===== config.mk =====
export PLATFORM = sky130hd
export DESIGN_NAME = voice_mixer
export DESIGN_NICKNAME = d
export VERILOG_FILES = /design/src/rtl/voice_mixer.sv
export SDC_FILE = /design/constraint.sdc
export NUM_CORES = 1
export LEC_CHECK = 0
export ABC_AREA = 1
export BUFFER_PORTS_ARGS = -buffer_cell sky130_fd_sc_hd__buf_4
export CORE_ASPECT_RATIO = 1.1
export CORE_UTILIZATION = 55
export DETAILED_ROUTE_END_ITERATION = 16
export HOLD_SLACK_MARGIN = 0.12
export PLACE_DENSITY = 0.74
export SLEW_MARGIN = 20
export SYNTH_ARGS = -nofsm -noshare
export SYNTH_HDL_FRONTEND = slang
export SYNTH_SLANG_ARGS = --single-unit

===== constraint.sdc =====
create_clock -name i_clk -period 3.24 [get_ports i_clk]
set_input_delay 0.324 -clock i_clk [delete_from_list [all_inputs] [get_ports i_clk]]
set_output_delay 0.324 -clock i_clk [all_outputs]
set_load 0.05 [all_outputs]

===== src/rtl/voice_mixer.sv =====
// Frame mixer: sums one sweep of per-voice ADSR samples, scales and saturates the
// sum, and queues the result in a small FIFO for the audio serializer.
//
// state    | meaning
// ---------+------------------------------------------------------------
// ST_SYNC  | waiting for voice 0 at a sampling point; partial frames are dropped
// ST_ACCUM | summing voices in order; the last voice pushes the mixed sample
module voice_mixer #(
  parameter int VOICE_BITS = 8,
  parameter int IN_WIDTH   = 16,
  parameter int OUT_WIDTH  = 16,
  parameter int SHIFT      = 4,
  parameter int FIFO_DEPTH = 4
) (
  input  logic                          i_clk,
  input  logic                          i_reset,
  input  logic [1:0]                    i_pipeline_state,
  input  logic [VOICE_BITS-1:0]         i_voice_index,
  input  logic signed [IN_WIDTH-1:0]    i_sample,
  output logic signed [OUT_WIDTH-1:0]   o_sample,
  output logic                          o_valid,
  input  logic                          i_ready,
  output logic                          o_clip,
  output logic                          o_overflow,
  output logic                          o_sync_err,
  output logic [$clog2(FIFO_DEPTH):0]   o_fifo_level
);

  localparam int ACC = IN_WIDTH + VOICE_BITS;
  localparam int PW  = $clog2(FIFO_DEPTH);
  localparam int LW  = PW + 1;

  localparam logic [VOICE_BITS-1:0]     VMAX    = '1;
  localparam logic signed [ACC-1:0]     SAT_HI  = {{(ACC-OUT_WIDTH+1){1'b0}}, {(OUT_WIDTH-1){1'b1}}};
  localparam logic signed [ACC-1:0]     SAT_LO  = ~SAT_HI;
  localparam logic signed [OUT_WIDTH-1:0] OUT_MAX = {1'b0, {(OUT_WIDTH-1){1'b1}}};
  localparam logic signed [OUT_WIDTH-1:0] OUT_MIN = {1'b1, {(OUT_WIDTH-1){1'b0}}};

  typedef enum logic {ST_SYNC, ST_ACCUM} state_t;

  state_t                    state;
  logic signed [ACC-1:0]     acc;
  logic [VOICE_BITS-1:0]     expected;

  logic signed [ACC-1:0]     smp_ext;
  logic signed [ACC-1:0]     sum;
  logic signed [ACC-1:0]     scaled;
  logic                      clamp_hi;
  logic                      clamp_lo;
  logic signed [OUT_WIDTH-1:0] result;
  logic                      sample_pt;
  logic                      match;
  logic                      is_last;
  logic                      push_req;
  logic                      push_ok;
  logic                      pop;
  logic                      full;

  logic [OUT_WIDTH-1:0]      mem [FIFO_DEPTH];
  logic [PW-1:0]             rd_ptr;
  logic [PW-1:0]             wr_ptr;
  logic [LW-1:0]             level;

  assign smp_ext   = {{VOICE_BITS{i_sample[IN_WIDTH-1]}}, i_sample};
  assign sum       = acc + smp_ext;
  assign scaled    = sum >>> SHIFT;
  assign clamp_hi  = scaled > SAT_HI;
  assign clamp_lo  = scaled < SAT_LO;
  assign result    = clamp_hi ? OUT_MAX : (clamp_lo ? OUT_MIN : scaled[OUT_WIDTH-1:0]);

  assign sample_pt = (i_pipeline_state == 2'd2);
  assign match     = (i_voice_index == expected);
  assign is_last   = (expected == VMAX);
  assign push_req  = sample_pt && (state == ST_ACCUM) && match && is_last;

  assign pop       = (level != '0) && i_ready;
  assign full      = (level == LW'(FIFO_DEPTH));
  // A full FIFO still accepts the new frame when the head leaves on the same edge.
  assign push_ok   = push_req && (!full || pop);

  always_ff @(posedge i_clk or negedge i_reset) begin
    if (!i_reset) begin
      state      <= ST_SYNC;
      acc        <= '0;
      expected   <= '0;
      o_clip     <= 1'b0;
      o_sync_err <= 1'b0;
      o_overflow <= 1'b0;
    end else begin
      o_clip     <= 1'b0;
      o_sync_err <= 1'b0;
      if (sample_pt) begin
        case (state)
          ST_SYNC: begin
            if (i_voice_index == '0) begin
              acc      <= smp_ext;
              expected <= VOICE_BITS'(1);
              state    <= ST_ACCUM;
            end
          end
          ST_ACCUM: begin
            if (match) begin
              if (is_last) begin
                acc      <= '0;
                expected <= '0;
                o_clip   <= push_ok && (clamp_hi || clamp_lo);
                if (!push_ok) o_overflow <= 1'b1;
              end else begin
                acc      <= sum;
                expected <= expected + VOICE_BITS'(1);
              end
            end else begin
              o_sync_err <= 1'b1;
              if (i_voice_index == '0) begin
                acc      <= smp_ext;
                expected <= VOICE_BITS'(1);
              end else begin
                acc      <= '0;
                expected <= '0;
                state    <= ST_SYNC;
              end
            end
          end
          default: state <= ST_SYNC;
        endcase
      end
    end
  end

  always_ff @(posedge i_clk or negedge i_reset) begin
    if (!i_reset) begin
      rd_ptr <= '0;
      wr_ptr <= '0;
      level  <= '0;
    end else begin
      if (push_ok) wr_ptr <= wr_ptr + PW'(1);
      if (pop)     rd_ptr <= rd_ptr + PW'(1);
      level <= level + LW'(push_ok) - LW'(pop);
    end
  end

  // Storage needs no reset: the head is masked to zero while the FIFO is empty.
  always_ff @(posedge i_clk) begin
    if (push_ok) mem[wr_ptr] <= result;
  end

  assign o_valid      = (level != '0);
  assign o_sample     = o_valid ? mem[rd_ptr] : '0;
  assign o_fifo_level = level;

endmodule


==> impl_metrics.ini, run 1 <==
[hold_path]
hold_path_end = acc[5]
hp-class = in -> reg
hp-start = i_sample[5]
hold_depth = 3

[timing]
finalSetupViolCount = 0
relSlewSlack_pct = 46.7
clock.fmax_mhz = 365
grt_setup_unrepaired = no
hold_viol = 0
setup-tns-final_ns = 0
worst_slew_pin_slew_ns = 0.798
clock-skew-final_ns = 0.0108
drv_slew = 0
period_share_pct = 84.6
finalCriticalPeriod_ns = 2.74

[power_and_ir_drop]
totalPowerFinal_mw = 5.05
power_per_cell_area_nw_per_um2 = 694
leakage_nw = 3.44
ir_drop_mv = 0.644

[route]
ant_nets = 0
drtIter0Drc = 312
remaining_drc_errors = 0
dr_total_vias = 5373
wl_mm = 14.9
wl_per_cell_um = 14.7
via_per_inst = 5.31
drt_pass1_iterations = 5

[setup_path]
crit_chain = ha_1, nand2_1, nor2_1, nand2_1, nor2_2, nand3_2, nor3_4, nand2_2, o21bai_1, ha_1, inv_1, fa_1, inv_1
r2r_cells = 13
path_buf_inv = 2
worstSetupPathType = reg -> reg
r2r-start = expected[0]
crit_slowest_cell = fa_1
crit_path_max_fanout = 8
rrSetupSlack_ns = 0.50
worstSetupStartpointType = register
cpLargestDelayFamily = simple AND/OR/NAND/NOR gates
endpoint_kind = register
worstPathArrival_ns = 3.00
critPathRequiredTime_ns = 3.50
rr_endpoint = o_fifo_level[1]
cpPeakStageDelay_ns = 0.48

[yosys]
synth_fa_ha_area_share_pct = 6.27
post_synth_xor_area_fraction_pct = 2.86
yosysTopAreaCell = edfxtp_1
ys_ff_latch = 107
syn_nets = 865
synth_top_area_share_pct = 29.9
avgSynthCellArea_um2 = 7.99
ys_seq_area_share_pct = 46.6
muxShareOfSynthArea_pct = 0.234
yosys_warnings = 0
postSynthCellCount = 805
syn-cell-area_um2 = 6430
synth_cell_types = 41
synth_top_family_by_area = simple AND/OR/NAND/NOR gates
ys.flop_type = edfxtp_1
synth_enable_flop_cells = 64
async_reset_ff_share_pct = 40.2
synth-compound-area-share_pct = 10.2
yosys-top-cells-area = edfxtp_1, dfrtp_1, nand2_1
synthSimpleGateAreaFrac_pct = 25.8

[final_layout]
finalNonFillerCells = 1011
multi_input_area_um2 = 2920
fin_nets = 916
drive_gt1_share_pct = 13.1
seqCellArea_um2 = 3000
syn2layout_area_growth_pct = 13.2
fillers = 997
diodes = 0

[grt]
antenna_found_initial = 0
grt_remaining_overflow = 0
grt_pass1_vias = 5446
grt_start_max_net_pins = 44
track_usage_pct = 26.7
grt_pass1_wl_mm = 24.9

[placed_design]
gp_congestion = 0.979
hpwl_mm = 10.7
dp.cells = 994
io_buffers = 51

[run]
maxCapViolations = 0

[clock_tree]
cts-resized-gates = 0
clk_pin_slew_ns = 0.08
cts_tree = done
cts-buffers-inserted = 9
cts_root_buf = clkbuf_16
clk_latency_ns = 0.36
htreeDepth = 3
post_cts_buffers = 0
ctsLongestPathBuffers = 2
cts.sinks = 107

[status]
status = finished clean

[floorplan]
initial_core_util_pct = 56.2
die-area_um2 = 12100
top_level_ports = 52
die_y_um = 115
rows = 41
die_w_um = 105
coreArea_um2 = 11400
-- cells by family (layout without fill, tap and decap cells) --
family / after synthesis / count (layout)
xor gates and xnor gates: 21 / 21
muxes: 1 / 1
and+or+nand+nor: 394 / 394
adders and majority gates: 31 / 31
buffers and inverters: 132 / 188
DFF: 107 / 107
AOI/OAI and AO/OA: 119 / 119
-- through the flow --
| stage | area (um^2) | utilization (%) | setup WS, ns | hold WS, ns |
|---|---|---|---|---|
| after detailed placement | 6970 | 60.9 | 0.524 | 0.372 |
| after global placement | 6970 | 60.9 | 0.509 | 0.364 |
| final | 7280 | 63.6 | 0.500 | 0.241 |
| after global routing | 7280 | 63.6 | 0.278 | 0.250 |
| after floorplan | 6430 | - | 0.737 | 0.0284 |
| after CTS | 7280 | 63.6 | 0.468 | 0.239 |
-- Yosys cell counts (3+ instances only) --
cell      count
xnor2_1       6
nor3_1        6
inv_1       102
nor2_1      117
inv_2         7
edfxtp_1     64
nand2_2      15
xor2_1       15
nand4_1      15
dfrtp_1      43
a21oi_1      62
ha_1         29
nand2_1     197
buf_4         3
clkbuf_1     13
nand3_1      30
nor2_2        7
o21ai_0      40
o21bai_1      3
-- report_power, final --
part,internal [mW],switching (mW)
Combinational,0.680,1.62
Clock,0.603,0.502
Sequential,1.60,0.0519
-- worst max path at each step --
stage	from	end	slack [ns]	depth (start not counted)
floorplan	expected[0]	mem[0][0]	0.74	9
global placement	expected[0]	o_fifo_level[1]	0.51	13
detailed placement	expected[0]	o_fifo_level[1]	0.52	13
CTS	expected[0]	o_fifo_level[1]	0.47	13
global route	expected[0]	o_fifo_level[1]	0.28	13
finish	expected[0]	o_fifo_level[1]	0.50	13
-- layout make-up --
class                   instances  area share (%)
clock buffers                   9            3.09
clock inverters                 7            1.01
inverters                     111            5.73
multi-input cells             566            40.1
flip-flops and latches        107            41.2
well taps                     150            2.58
repair buffers                 61            6.33
-- flip-flops by register name, indices dropped and copies added, names as in the netlist --
name          cells
o_sync_err        1
state             1
acc              24
rd_ptr            2
expected          8
o_fifo_level      3
o_overflow        1
o_clip            1
mem              64
wr_ptr            2
-- worst reg2reg max path: stages, from the launching register on --
cell and delay (ns):
dfrtp_1 0.41, ha_1 0.20, nand2_1 0.07, nor2_1 0.16, nand2_1 0.11, nor2_2 0.14
nand3_2 0.14, nor3_4 0.31, nand2_2 0.19, o21bai_1 0.17, ha_1 0.16, inv_1 0.04
fa_1 0.48, inv_1 0.05
-- timing repair --
action,in CTS,in global routing
endpoints found under the hold margin,43,0
hold buffers,1,0
setup endpoints to repair,0,0
-- cell usage in the layout, fill, tap and decap left out, drive strengths merged, types with 3 or more instances in the layout --
master | Yosys | final
clkbuf | 13 | 9
nand2 | 212 | 212
ha | 29 | 29
clkinv | 2 | 4
nand3 | 31 | 31
inv | 109 | 111
nand4 | 15 | 15
nor2 | 126 | 126
o21bai | 3 | 3
buf | 8 | 60
xor2 | 15 | 15
nor3 | 7 | 7
xnor2 | 6 | 6
a21oi | 65 | 65
dfrtp | 43 | 43
edfxtp | 64 | 64
o21ai | 42 | 42
-- metal layers --
| layer | share of wire, % | vias to the layer above | GRT usage, % |
|---|---|---|---|
| met5 | 0 | - | 0 |
| met4 | 3.1 | 0 | 13.7 |
| met3 | 3.2 | 39 | 2.66 |
| met2 | 53 | 116 | 50.9 |
| met1 | 40 | 2519 | 29.6 |
| li1 | - | 2699 | - |
Note: power is estimated with default switching activity, not from simulation.
==> run 2, diff against run 1 <==
--- a/config.mk
+++ b/config.mk
@@ -11,7 +11,7 @@
 export CORE_UTILIZATION = 55
 export DETAILED_ROUTE_END_ITERATION = 16
 export HOLD_SLACK_MARGIN = 0.12
-export PLACE_DENSITY = 0.74
+export PLACE_DENSITY = 0.77
 export SLEW_MARGIN = 20
 export SYNTH_ARGS = -nofsm -noshare
 export SYNTH_HDL_FRONTEND = slang
==> constraint.sdc (replaced) <==
create_clock -name i_clk -period 2.5 [get_ports i_clk]
set_input_delay 0.25 -clock i_clk [delete_from_list [all_inputs] [get_ports i_clk]]
set_output_delay 0.25 -clock i_clk [all_outputs]
set_load 0.05 [all_outputs]
==> run 2 against run 1 <==
Net effect: the run now ends with setup timing left; critical path depth is the same; sequential cell count is the same; core utilization grew 4.6 points; register-to-register slack lost 0.61 ns; critical path type unchanged; critical endpoint unchanged; largest cell class is now multi-input gates; highest routed layer unchanged.
==> impl_metrics.ini, run 2 (same netlist as run 1, synthesis figures left out) <==
[setup_path]
crit_path_max_fanout = 3
worstSetupPathType = reg -> reg
crit_slowest_cell = fa_2
endpoint_kind = register
path_buf_inv = 2
worstSetupStartpointType = register
cpLargestDelayFamily = adder cells
crit_top_cell = nand2_2
worstPathArrival_ns = 2.86
critPathRequiredTime_ns = 2.75
cpPeakStageDelay_ns = 0.53
crit_chain = ha_2, nand2_2, nor2_4, nand2_2, nor2_4, nand3_2, nor3_4, nand2_2, o21bai_1, ha_2, inv_2, fa_2, inv_2

[grt]
track_usage_pct = 26.4
grt_pass1_vias = 5391
grt_remaining_overflow = 0
grt_pass1_wl_mm = 24.9
grt_start_max_net_pins = 44
antenna_found_initial = 0

[route]
remaining_drc_errors = 0
dr_total_vias = 5594
ant_nets = 0
drtIter0Drc = 352
wl_mm = 15.8
via_per_inst = 5.38
drt_pass1_iterations = 5
wl_per_cell_um = 15.2

[clock_tree]
cts_root_buf = clkbuf_16
clk_pin_slew_ns = 0.07
cts_tree = done
htreeDepth = 3
cts-buffers-inserted = 9
clk_latency_ns = 0.35
ctsLongestPathBuffers = 2
cts.sinks = 107

[final_layout]
fin_nets = 944
finalNonFillerCells = 1039
largest_register_ffs = 64
fillers = 903
top_register = mem
largest_registers = mem (64), acc (24), expected (8)
final_cell_mix = nand2_1, nor2_1, inv_1, buf_4, edfxtp_1
diodes = 0
drive_gt1_share_pct = 20.0
layout.cells.most_common = nand2_1
utilization_pct = 68.2
syn2layout_area_growth_pct = 21.3

[floorplan]
die-area_um2 = 12100
top_level_ports = 52
die_w_um = 105
initial_core_util_pct = 56.2
die_y_um = 115
rows = 41
coreArea_um2 = 11400

[timing]
drv_slew = 0
grt_setup_unrepaired = yes
finalCriticalPeriod_ns = 2.61
hold_viol = 0
whs_ns = 0.169
relSlewSlack_pct = 45.7
finalSetupViolCount = 2
clock-skew-final_ns = 0.0120
setup_ws_ns = -0.106
worst_slew_pin_slew_ns = 0.814
period_share_pct = 104
clock.fmax_mhz = 384
setup-tns-final_ns = -0.169

[power_and_ir_drop]
power_per_cell_area_nw_per_um2 = 884
leakage_nw = 3.60
ir_drop_mv = 0.729
totalPowerFinal_mw = 6.89

[status]
violations = setup timing
status = finished with violations

[placed_design]
hpwl_mm = 10.8
io_buffers = 51
dp.cells = 1010
gp_congestion = 0.893

[run]
maxCapViolations = 0

[hold_path]
hp-class = in -> reg
==> run 2: repair_timing <==
item | in CTS | in global routing
pin swaps | 2 | 16
gates cloned | 0 | 1
setup buffers | 2 | 9
resized for setup | 1 | 44
setup endpoints to repair | 63 | 127
hold buffers | 1 | 0
hold endpoints to repair | 43 | 0
==> run 2: area by class of cell <==
cell class / count / area [um^2] / area share, %
multi-input combinational: 566 / 3170 / 40.6
timing repair buffer: 89 / 713 / 9.14
tap: 150 / 188 / 2.41
clock buffer: 11 / 233 / 2.98
clock inverter: 5 / 83.8 / 1.07
inverter: 111 / 417 / 5.34
sequential: 107 / 3000 / 38.4
==> run 2: routing by layer <==
metal	up-vias	GRT usage (%)	routed length [um]
met5	-	0	0
met3	37	3.74	670
met2	163	50.2	8430
li1	2759	-	-
met4	0	11.9	464
met1	2635	29.4	6210
==> run 2: tightest hold or removal path, cell delays in order <==
cell	delay (ns)
buf_4	0.11
nand2_1	0.05
a31oi_1	0.06
==> run 2: worst paths after layout <==
kind                              from               to  slack, ns  cells past startpoint
setup / recovery           expected[1]  o_fifo_level[1]      -0.11                     13
hold / removal             i_sample[0]           acc[0]       0.17                      3
setup reg to reg           expected[1]  o_fifo_level[1]      -0.11                     13
hold reg to reg             o_overflow       o_overflow       0.50                      1
max in group asynchronous      i_reset  o_fifo_level[1]       1.66                      2
min in group asynchronous      i_reset          acc[16]       0.44                      2
==> run 2: metrics by stage <==
stage               worst slack (ns)  cell area, um^2
detailed placement            -0.104             7100
global placement             -0.0267             7100
floorplan                   -0.00256             6430
CTS                           0.0183             7460
global route                  -0.235             7800
finish                        -0.106             7800
==> run 2: where the power goes <==
group	switching [mW]	leakage, nW	total (mW)	internal, mW
registers	0.0826	1.13	2.15	2.07
clock network	0.633	0.154	1.52	0.886
logic	2.18	2.31	3.22	1.04
total	2.90	3.60	6.89	4.00
